## config.mk

```make
export PLATFORM = sky130hd
export DESIGN_NAME = vx_dispatch_xbar
export DESIGN_NICKNAME = d
export VERILOG_FILES = /design/src/rtl/vx_dispatch_pkg.sv /design/src/rtl/vx_dispatch_lane.sv /design/src/rtl/vx_dispatch_xbar.sv
export SDC_FILE = /design/constraint.sdc
export NUM_CORES = 2
export LEC_CHECK = 0
export CAP_MARGIN = 15
export CORE_AREA = 4 4 639 641
export DETAILED_ROUTE_END_ITERATION = 10
export DIE_AREA = 0 0 643 645
export HOLD_SLACK_MARGIN = 0.1
export SKIP_CTS_REPAIR_TIMING = 1
export SLEW_MARGIN = 40
export SYNTH_ARGS = -nofsm -noshare
export SYNTH_HDL_FRONTEND = slang
export SYNTH_SLANG_ARGS = --single-unit
```

## constraint.sdc

```tcl
create_clock -name clk -period 9.85 [get_ports clk]
set_input_delay 1.97 -clock clk [delete_from_list [all_inputs] [get_ports clk]]
set_output_delay 1.97 -clock clk [all_outputs]
set_load 0.005 [all_outputs]
```

## src/rtl/vx_dispatch_pkg.sv

```systemverilog
// rtl/vx_dispatch_pkg.sv - shared types, width helpers and constants for the dispatch crossbar
package vx_dispatch_pkg;

    localparam int PERF_W = 44;

    function automatic int clog2_min1(input int n);
        return (n > 1) ? $clog2(n) : 1;
    endfunction

    function automatic int pkt_width(input int dataw, input int threads, input int inputs, input int lanes);
        return dataw + threads + clog2_min1(threads) + clog2_min1(inputs / lanes);
    endfunction

    localparam int DEF_DATAW       = 128;
    localparam int DEF_NUM_THREADS = 4;
    localparam int DEF_NUM_INPUTS  = 4;
    localparam int DEF_NUM_LANES   = 2;

    // Field order of an output packet, shown at the default configuration
    typedef struct packed {
        logic [DEF_DATAW-1:0]                                       data;
        logic [DEF_NUM_THREADS-1:0]                                 tmask;
        logic [clog2_min1(DEF_NUM_THREADS)-1:0]                     last_tid;
        logic [clog2_min1(DEF_NUM_INPUTS / DEF_NUM_LANES)-1:0]      src;
    } dispatch_pkt_t;

endpackage

```

## src/rtl/vx_dispatch_lane.sv

```systemverilog
// rtl/vx_dispatch_lane.sv - round-robin arbiter feeding one registered elastic buffer
module vx_dispatch_lane
    import vx_dispatch_pkg::*;
#(
    parameter int NUM_REQ  = 2,
    parameter int BUF_SIZE = 2,
    parameter int WIDTH    = 8
) (
    input  logic                           clk,
    input  logic                           reset,
    input  logic [NUM_REQ-1:0]             req,
    input  logic [NUM_REQ-1:0][WIDTH-1:0]  req_data,
    output logic [NUM_REQ-1:0]             ready,
    output logic                           out_valid,
    input  logic                           out_ready,
    output logic [WIDTH-1:0]               out_data
);
    localparam int PW = clog2_min1(NUM_REQ);
    localparam int AW = $clog2(BUF_SIZE);
    localparam int CW = $clog2(BUF_SIZE + 1);

    logic [PW-1:0]    rr_ptr;
    logic [PW-1:0]    gnt_idx;
    logic             gnt_any;
    logic [WIDTH-1:0] mem [BUF_SIZE];
    logic [AW-1:0]    rd_ptr;
    logic [AW-1:0]    wr_ptr;
    logic [CW-1:0]    count;
    logic             not_full;
    logic             push;
    logic             pop;

    // Scan downward so the nearest requester at or after rr_ptr wins last
    always_comb begin
        gnt_any = 1'b0;
        gnt_idx = '0;
        for (int k = NUM_REQ - 1; k >= 0; k--) begin
            if (req[(int'(rr_ptr) + k) % NUM_REQ]) begin
                gnt_any = 1'b1;
                gnt_idx = PW'((int'(rr_ptr) + k) % NUM_REQ);
            end
        end
    end

    // A full buffer still accepts when the head leaves in the same cycle
    assign not_full  = (count != CW'(BUF_SIZE)) || out_ready;
    assign push      = gnt_any && not_full;
    assign pop       = out_valid && out_ready;
    assign out_valid = (count != '0);
    assign out_data  = mem[rd_ptr];

    always_comb begin
        ready          = '0;
        ready[gnt_idx] = push;
    end

    always_ff @(posedge clk) begin
        if (push) begin
            mem[wr_ptr] <= req_data[gnt_idx];
        end
    end

    always_ff @(posedge clk) begin
        if (reset) begin
            rr_ptr <= '0;
            rd_ptr <= '0;
            wr_ptr <= '0;
            count  <= '0;
        end else begin
            if (push) begin
                wr_ptr <= wr_ptr + 1'b1;
                rr_ptr <= PW'((int'(gnt_idx) + 1) % NUM_REQ);
            end
            if (pop) begin
                rd_ptr <= rd_ptr + 1'b1;
            end
            count <= count + CW'(push) - CW'(pop);
        end
    end

endmodule

```

## src/rtl/vx_dispatch_xbar.sv

```systemverilog
// rtl/vx_dispatch_xbar.sv - issue-slot to execution-unit dispatch crossbar; optional DISPATCH_PERF_EN stall counters
module vx_dispatch_xbar
    import vx_dispatch_pkg::*;
#(
    parameter int NUM_INPUTS  = 4,
    parameter int NUM_UNITS   = 4,
    parameter int NUM_LANES   = 2,
    parameter int BUF_SIZE    = 2,
    parameter int NUM_THREADS = 4,
    parameter int DATAW       = 128,
    parameter int EX_BITS     = clog2_min1(NUM_UNITS),
    parameter int NT_BITS     = clog2_min1(NUM_THREADS),
    parameter int SRC_BITS    = clog2_min1(NUM_INPUTS / NUM_LANES),
    parameter int OUTW        = pkt_width(DATAW, NUM_THREADS, NUM_INPUTS, NUM_LANES)
) (
    input  logic                                        clk,
    input  logic                                        reset,
    input  logic [NUM_INPUTS-1:0]                       in_valid,
    output logic [NUM_INPUTS-1:0]                       in_ready,
    input  logic [NUM_INPUTS-1:0][EX_BITS-1:0]          in_ex_type,
    input  logic [NUM_INPUTS-1:0][NUM_THREADS-1:0]      in_tmask,
    input  logic [NUM_INPUTS-1:0][DATAW-1:0]            in_data,
    output logic [NUM_UNITS*NUM_LANES-1:0]              out_valid,
    input  logic [NUM_UNITS*NUM_LANES-1:0]              out_ready,
    output logic [NUM_UNITS*NUM_LANES-1:0][OUTW-1:0]    out_data
`ifdef DISPATCH_PERF_EN
    ,
    output logic [NUM_UNITS-1:0][PERF_W-1:0]            perf_stalls
`endif
);
    localparam int GROUP = NUM_INPUTS / NUM_LANES;

    logic [NUM_INPUTS-1:0][NT_BITS-1:0] last_tid;
    logic [NUM_INPUTS-1:0][OUTW-1:0]    pkt;
    logic [NUM_UNITS-1:0][NUM_INPUTS-1:0] unit_ready;

    always_comb begin
        for (int i = 0; i < NUM_INPUTS; i++) begin
            last_tid[i] = '0;
            for (int t = 0; t < NUM_THREADS; t++) begin
                if (in_tmask[i][t]) last_tid[i] = NT_BITS'(t);
            end
        end
    end

    for (genvar i = 0; i < NUM_INPUTS; i++) begin : g_slot
        assign pkt[i] = {in_data[i], in_tmask[i], last_tid[i], SRC_BITS'(i / NUM_LANES)};

        // An out-of-range unit type never matches a lane, so the slot stalls
        a_ex_type_range: assert property (@(posedge clk) disable iff (reset)
            in_valid[i] |-> (int'(in_ex_type[i]) < NUM_UNITS));
    end

    for (genvar u = 0; u < NUM_UNITS; u++) begin : g_unit
        for (genvar l = 0; l < NUM_LANES; l++) begin : g_lane
            logic [GROUP-1:0]           req;
            logic [GROUP-1:0]           rdy;
            logic [GROUP-1:0][OUTW-1:0] req_data;

            for (genvar g = 0; g < GROUP; g++) begin : g_member
                assign req[g]      = in_valid[g*NUM_LANES + l] && (in_ex_type[g*NUM_LANES + l] == EX_BITS'(u));
                assign req_data[g] = pkt[g*NUM_LANES + l];
                assign unit_ready[u][g*NUM_LANES + l] = rdy[g];
            end

            vx_dispatch_lane #(
                .NUM_REQ  (GROUP),
                .BUF_SIZE (BUF_SIZE),
                .WIDTH    (OUTW)
            ) u_lane (
                .clk       (clk),
                .reset     (reset),
                .req       (req),
                .req_data  (req_data),
                .ready     (rdy),
                .out_valid (out_valid[u*NUM_LANES + l]),
                .out_ready (out_ready[u*NUM_LANES + l]),
                .out_data  (out_data[u*NUM_LANES + l])
            );
        end
    end

    always_comb begin
        in_ready = '0;
        for (int u = 0; u < NUM_UNITS; u++) begin
            in_ready = in_ready | unit_ready[u];
        end
    end

`ifdef DISPATCH_PERF_EN
    logic [NUM_UNITS-1:0] stall;
    logic [NUM_UNITS-1:0] stall_q;

    always_comb begin
        stall = '0;
        for (int u = 0; u < NUM_UNITS; u++) begin
            for (int i = 0; i < NUM_INPUTS; i++) begin
                if (in_valid[i] && !in_ready[i] && (in_ex_type[i] == EX_BITS'(u))) stall[u] = 1'b1;
            end
        end
    end

    // Stall flag is pipelined one stage ahead of the adders
    always_ff @(posedge clk) begin
        if (reset) begin
            stall_q     <= '0;
            perf_stalls <= '0;
        end else begin
            stall_q <= stall;
            for (int u = 0; u < NUM_UNITS; u++) begin
                perf_stalls[u] <= perf_stalls[u] + PERF_W'(stall_q[u]);
            end
        end
    end
`endif

endmodule

```

; ---- Word-level counts from Yosys, hierarchy flattened
; Memories as Yosys holds them, arrays and structs flattened. A register that Yosys moved wholly into a read port is not among the register bits.
; Cells that the tools add are included.
[totals]
reg_bits = 40
latchBits = 0
ram_bits = 2160
mem_bits_ro = 0
input_bits = 550
wordCells = 367
mem_count = 8
[classes]
addsub = 48
multipliers = 0
div = 0
n_lt_le_gt_ge = 32
eq_ne = 20
n_shift = 0
mux = 148
bitwise_logic = 19
n_reduce_logical = 60
[mem_list]
columns = memory, words, width, rd, rd_ports_with_merged_regs, wr, line
row1 = g_unit[0].g_lane[0].u_lane.mem, 2, 135, 1, 1, 1, vx_dispatch_lane.sv:25  ; logic [WIDTH-1:0] mem [BUF_SIZE];
row2 = g_unit[0].g_lane[1].u_lane.mem, 2, 135, 1, 1, 1, vx_dispatch_lane.sv:25
row3 = g_unit[1].g_lane[0].u_lane.mem, 2, 135, 1, 1, 1, vx_dispatch_lane.sv:25
row4 = g_unit[1].g_lane[1].u_lane.mem, 2, 135, 1, 1, 1, vx_dispatch_lane.sv:25
row5 = g_unit[2].g_lane[0].u_lane.mem, 2, 135, 1, 1, 1, vx_dispatch_lane.sv:25
row6 = g_unit[2].g_lane[1].u_lane.mem, 2, 135, 1, 1, 1, vx_dispatch_lane.sv:25
row7 = 2 more memories, -, -, -, -, -, -
[ops]
columns = cell, count
row1 = $mux 135, 16
row2 = $mux 1, 116
row3 = $logic_and 1x1->1, 40
row4 = $add 1x1->1 const B, 32
row5 = $lt 1x2->1 const B, 16
row6 = $lt 2x3->1 const B, 8
row7 = $add 2x1->2, 8
row8 = $and 2x2->2, 8
row9 = $eq 2x2->1 const B, 8
row10 = $mux 2, 8
row11 = $ne 2x2->1 const B, 8
row12 = $reduce_bool 2->1, 8
row13 = $sub 2x1->2, 8
row14 = $or 4x4->4, 3
row15 = $and 1x1->1 const A, 8
row16 = $demux 1 s1, 8
row17 = $eq 2x1->1 const B, 4
row18 = $ge 1x1->1 const B, 8
row19 = $logic_not 2->1, 4
row20 = $logic_or 1x1->1, 8

; ---- Logic depth before layout (Yosys ltp)
[depth]
ltp_word = 15
mapped_depth = 7

; ---- Hierarchy
; A second synthesis with hierarchy kept.
[hier_totals]
cells_unflattened = 4916
hier_area_um2 = 95348.9
[modules_own_cells]
columns = mod, instances, cells_per_inst, area_per_inst_um2
row1 = vx_dispatch_lane at g_unit[0].g_lane[1].u_lane ..., 5, 609, 11882.6
row2 = vx_dispatch_lane at g_unit[0].g_lane[0].u_lane ..., 3, 611, 11902.7
row3 = vx_dispatch_xbar, 1, 38, 227.7

; ---- Worst setup path before layout
; OpenSTA, ideal clock, no wires.
[synth_timing]
path_type = input to register
start = input in_ex_type[0] (netlist name)
end = memory g_unit[2].g_lane[0].u_lane.mem[0][0] (netlist name) (enable)
setup_ns = 0.647
arrival_ns = 8.460
slack_ns = 0.743
stages = 3
path_cell_list = nand3b_1 a21oi_1 nor2b_1
[synth_between]
elab_chain_cells = 10
elab_cells_between_ends = 12
classes_between = eq/ne: 1 / mux: 9 / reduce/logical: 2
[synth_rtl]
columns = item, line
row1 = start: declaration, vx_dispatch_xbar.sv:20  ; input logic [NUM_INPUTS-1:0][EX_BITS-1:0] in_ex_type,
row2 = $eq 2x2->1 (*), vx_dispatch_xbar.sv:61  ; assign req[g] = in_valid[g*NUM_LANES + l] && (in_ex_type[g*NUM_LANES + l] == EX_BITS'(u));
row3 = $logic_and 1x1->1 (*), vx_dispatch_xbar.sv:61
row4 = $mux 1 (not written as such) (3 in a row), vx_dispatch_lane.sv:38  ; if (req[(int'(rr_ptr) + k) % NUM_REQ]) begin
row5 = $mux 1, vx_dispatch_lane.sv:38
row6 = $mux 1 (*), vx_dispatch_lane.sv:38
row7 = $logic_and 1x1->1 (*), vx_dispatch_lane.sv:47  ; assign push = gnt_any && not_full;
row8 = named net g_unit[2].g_lane[0].u_lane.push, vx_dispatch_lane.sv:30  ; logic push;
row9 = $mux 1 (*), vx_dispatch_lane.sv:58  ; if (push) begin
row10 = $mux 1 (not written as such) (*), vx_dispatch_lane.sv:59  ; mem[wr_ptr] <= req_data[gnt_idx];
row11 = end: declaration, vx_dispatch_lane.sv:25
; The timed path passes the listed nets; every way through them passes the cells marked *. The select of a mux whose other input is x is not followed.

; ---- Worst setup path after layout
[layout_timing]
start = input out_ready[3]
end = output in_ready[3]
[layout_between]
elab_chain_cells = 6
[layout_rtl]
columns = item, line
row1 = start: declaration, vx_dispatch_xbar.sv:24  ; input logic [NUM_UNITS*NUM_LANES-1:0] out_ready,
row2 = $logic_or 1x1->1, vx_dispatch_lane.sv:46  ; assign not_full = (count != CW'(BUF_SIZE)) || out_ready;
row3 = $logic_and 1x1->1, vx_dispatch_lane.sv:47
row4 = $and 2x2->2 (no line), -
row5 = $or 4x4->4 (3 in a row), vx_dispatch_xbar.sv:86  ; in_ready = in_ready | unit_ready[u];
row6 = end: declaration, vx_dispatch_xbar.sv:19  ; output logic [NUM_INPUTS-1:0] in_ready,
; No other way between the ends.

==> impl_metrics.env <==
export IMPL_vdd_drop_max_mv=0.1742
export IMPL_ant_nets=2
export IMPL_synth_top_area_frac=0.6971
export IMPL_htree_levels=5
export IMPL_path_buf_inv=2
export IMPL_drtPass1Iterations=5
export IMPL_clk_latency_ps=890
export IMPL_synth_top_area_cell="edfxtp_1"
export IMPL_pwr_share_clk=0.324
export IMPL_grt_pass1_wl_um=532000
export IMPL_wl_met2_um=185800
export IMPL_crit_family="buffers and inverters"
export IMPL_layout_min_cycle_time_ps=6269
export IMPL_final_util=0.3106
export IMPL_crit_slowest_cell="clkdlybuf4s50_1"
export IMPL_dp_cells=11650
export IMPL_hold_path_startpoint="g_unit[2].g_lane[0].u_lane.rd_ptr"
export IMPL_critical_path_class="primary input to output pin"
export IMPL_synth_main_ff_cell="edfxtp_1"
export IMPL_slew_headroom=0.3723
export IMPL_nFillCells=39150
export IMPL_dp_hpwl_um=297700
export IMPL_p_int_mw=20.97
export IMPL_overflow=0
export IMPL_vias=55780
export IMPL_netSwitchingFraction=0.2945
export IMPL_root_buffer="clkbuf_16"
export IMPL_power_frac_seq=0.385
export IMPL_final_hold_viol_count=0
export IMPL_m1WireLength_um=165100
export IMPL_met3WireLength_um=41900
export IMPL_io_buffers=1641
export IMPL_path_max_fanout=3
export IMPL_leakage_nw=40.65
export IMPL_violations="antenna rules"
export IMPL_num_rows=233
export IMPL_fin_crit_sh=0.6364
export IMPL_multiInputGateArea_um2=26020
export IMPL_path_clk_slew_ps=50
export IMPL_gp_congestion=0.9035
export IMPL_ioPinCount=1642
export IMPL_drtIter0Drc=5106
export IMPL_ys_seq_area_frac=0.7075
export IMPL_rsz0062_at_grt="no"
export IMPL_synth_area_top_cells="edfxtp_1, mux2_2, mux2_1"
export IMPL_maxCapViolations=0
export IMPL_start_kind="primary input"
export IMPL_coreArea_um2=402300
export IMPL_syn_area_per_cell_um2=19.10
export IMPL_final_cells=12190
export IMPL_synth_cell_types=48
export IMPL_crit_path_frequent_cell="clkdlybuf4s50_1"
export IMPL_die_w_um=643
export IMPL_grt_pass1_vias=57260
export IMPL_start_util=0.2313
export IMPL_worst_pin_slew_ps=941.6
export IMPL_routed_wl_um=407200
export IMPL_drt_wirelength_per_cell_um=33.40
export IMPL_async_reset_ff_frac=0
export IMPL_setup_violations=0
export IMPL_drc=0
export IMPL_setup_tns_final_ps=0
export IMPL_regArea_um2=65850
export IMPL_combPwrFrac=0.290
export IMPL_grtUsageTotal=0.1875
export IMPL_top_layer="met5"
export IMPL_yosysWarnings=0
export IMPL_rr_startpoint="g_unit[1].g_lane[0].u_lane.count[1]"
export IMPL_crit_required_ps=7880
export IMPL_cts_buffers=271
export IMPL_antenna_found_initial=104
export IMPL_synthCells=4871
export IMPL_cp_end_kind="output pin"
export IMPL_cts_sinks=2208
export IMPL_dieHeight_um=645
export IMPL_dieArea_um2=414700
export IMPL_critical_path_arrival_ps=4300
export IMPL_crit_chain="clkdlybuf4s50_1 -> or3b_2 -> o211ai_1 -> nand4_1 -> clkdlybuf4s50_1"
export IMPL_vias_per_cell=4.575
export IMPL_synth_edf_count=2160
export IMPL_synth_commonest_cells="edfxtp_1, mux2_2, buf_2, mux2_1, clkbuf_1"
export IMPL_cts_tree="built"
export IMPL_drive_above_1_share=0.3775
export IMPL_yosysMostFrequentCell="edfxtp_1"
export IMPL_fmax_mhz=159.5
export IMPL_status="finished, violations left"
export IMPL_synthToLayoutAreaGrowth_pct=34.32
export IMPL_power_mw=29.73
export IMPL_grt_max_degree=101
export IMPL_finalMaxSlewViolations=0
export IMPL_synth_ff_latch_count=2208
export IMPL_max_stage_delay_ps=670
export IMPL_switchingPower_mw=8.755
export IMPL_powerDensity_nw_per_um2=237.9
export IMPL_netlist_area_um2=93040
export IMPL_hp_class="flip-flop to flip-flop"
export IMPL_finClkSkew_ps=48.31
export IMPL_syn_num_nets=5437
export IMPL_crit_start="out_ready[3]"
export IMPL_layout_nets=7208
export IMPL_cts_buffer_depth=4
[final timing paths]
kind                                                               to  slack, ps  cells after the start
worst min register to register                              flip-flop        510                      2
worst max register to register  g_unit[1].g_lane[0].u_lane.mem[1][47]       6720                      5
worst min-delay path                                        flip-flop        510                      2
worst max-delay path                                      in_ready[3]       3580                      5
[sequential cells by signal (all words and copies together), names as in the netlist, named ones only]
register                     count
g_unit.g_lane.u_lane.mem      2160
g_unit.g_lane.u_lane.count      16
g_unit.g_lane.u_lane.rd_ptr      8
g_unit.g_lane.u_lane.rr_ptr      8
g_unit.g_lane.u_lane.wr_ptr      8
[cell type report]
| class | count | area share |
|---|---|---|
| flip-flops and latches | 2208 | 0.5270 |
| multi-input cells | 2388 | 0.2082 |
| repair buffers | 1745 | 0.1426 |
| clock buffers | 337 | 0.05817 |
| well taps | 5287 | 0.05294 |
| clock inverters | 134 | 0.008911 |
| diodes | 67 | 0.001342 |
| inverters | 28 | 0.0008410 |
[layer usage]
layer | global-route usage | up-vias
met5 | 0 | -
met1 | 0.2388 | 29520
li1 | - | 22900
met3 | 0.06593 | 626
met4 | 0.06313 | 16
met2 | 0.2953 | 2724
[worst register-to-register path: stages, from the launching register on]
cell and delay (ps):
dfxtp_1 350, nor3b_1 200, a21oi_1 330, and2_4 550, buf_4 500, buf_4 680
[power groups by stage]
stage	combinational [mW]	clock, mW	sequential, mW
2_1_floorplan	3.40	0	11.5
3_3_place_gp	8.57	0	11.7
3_5_place_dp	8.67	0	11.7
4_1_cts	8.74	9.87	11.5
5_1_grt	9.02	10.3	11.5
6_report	8.63	9.64	11.5
[cell families after synthesis]
group,count (synthesis),share of synthesized area
AND/OR/NAND/NOR,141,0.009024
multiplexers,2158,0.2609
AO/OA/AOI/OAI,57,0.004330
adder cells (fa/ha/maj),16,0.002152
flip-flops,2208,0.7075
XOR/XNOR,16,0.001506
buffers and inverters,275,0.01462
[cell usage in the layout, fill, tap and decap left out, drive strengths merged, types with 5 or more instances in the layout]
| cell | netlist | final |
|---|---|---|
| mux2 | 2136 | 2136 |
| inv | 28 | 40 |
| mux2i | 22 | 22 |
| diode | 0 | 67 |
| ha | 16 | 16 |
| o21ai | 12 | 12 |
| a211oi | 5 | 5 |
| clkdlybuf4s50 | 0 | 1633 |
| or2 | 8 | 8 |
| clkinvlp | 0 | 16 |
| nor3 | 8 | 8 |
| buf | 163 | 111 |
| edfxtp | 2160 | 2160 |
| and2 | 16 | 16 |
| clkbuf | 84 | 338 |
| dfxtp | 48 | 48 |
| xor2 | 8 | 8 |
| xnor2 | 8 | 8 |
| or3b | 6 | 6 |
| bufinv | 0 | 14 |
| o21a | 11 | 11 |
| clkinv | 0 | 92 |
| nor3b | 11 | 11 |
| nand3b | 8 | 8 |
| a21oi | 13 | 13 |
| nand3 | 5 | 5 |
| nor2 | 39 | 39 |
| nor2b | 25 | 25 |
[stage by stage]
step / hold slack [ps] / setup WS [ps] / instance area, um^2
floorplan: 471.3 / 743.0 / 93040
global placement: 490.9 / 3202 / 115800
detailed placement: 509.0 / 3471 / 116100
CTS: 523.1 / 3467 / 124500
global route: 538.7 / 3493 / 124900
finish: 514.3 / 3581 / 125000
(Power assumes the default switching activity.)
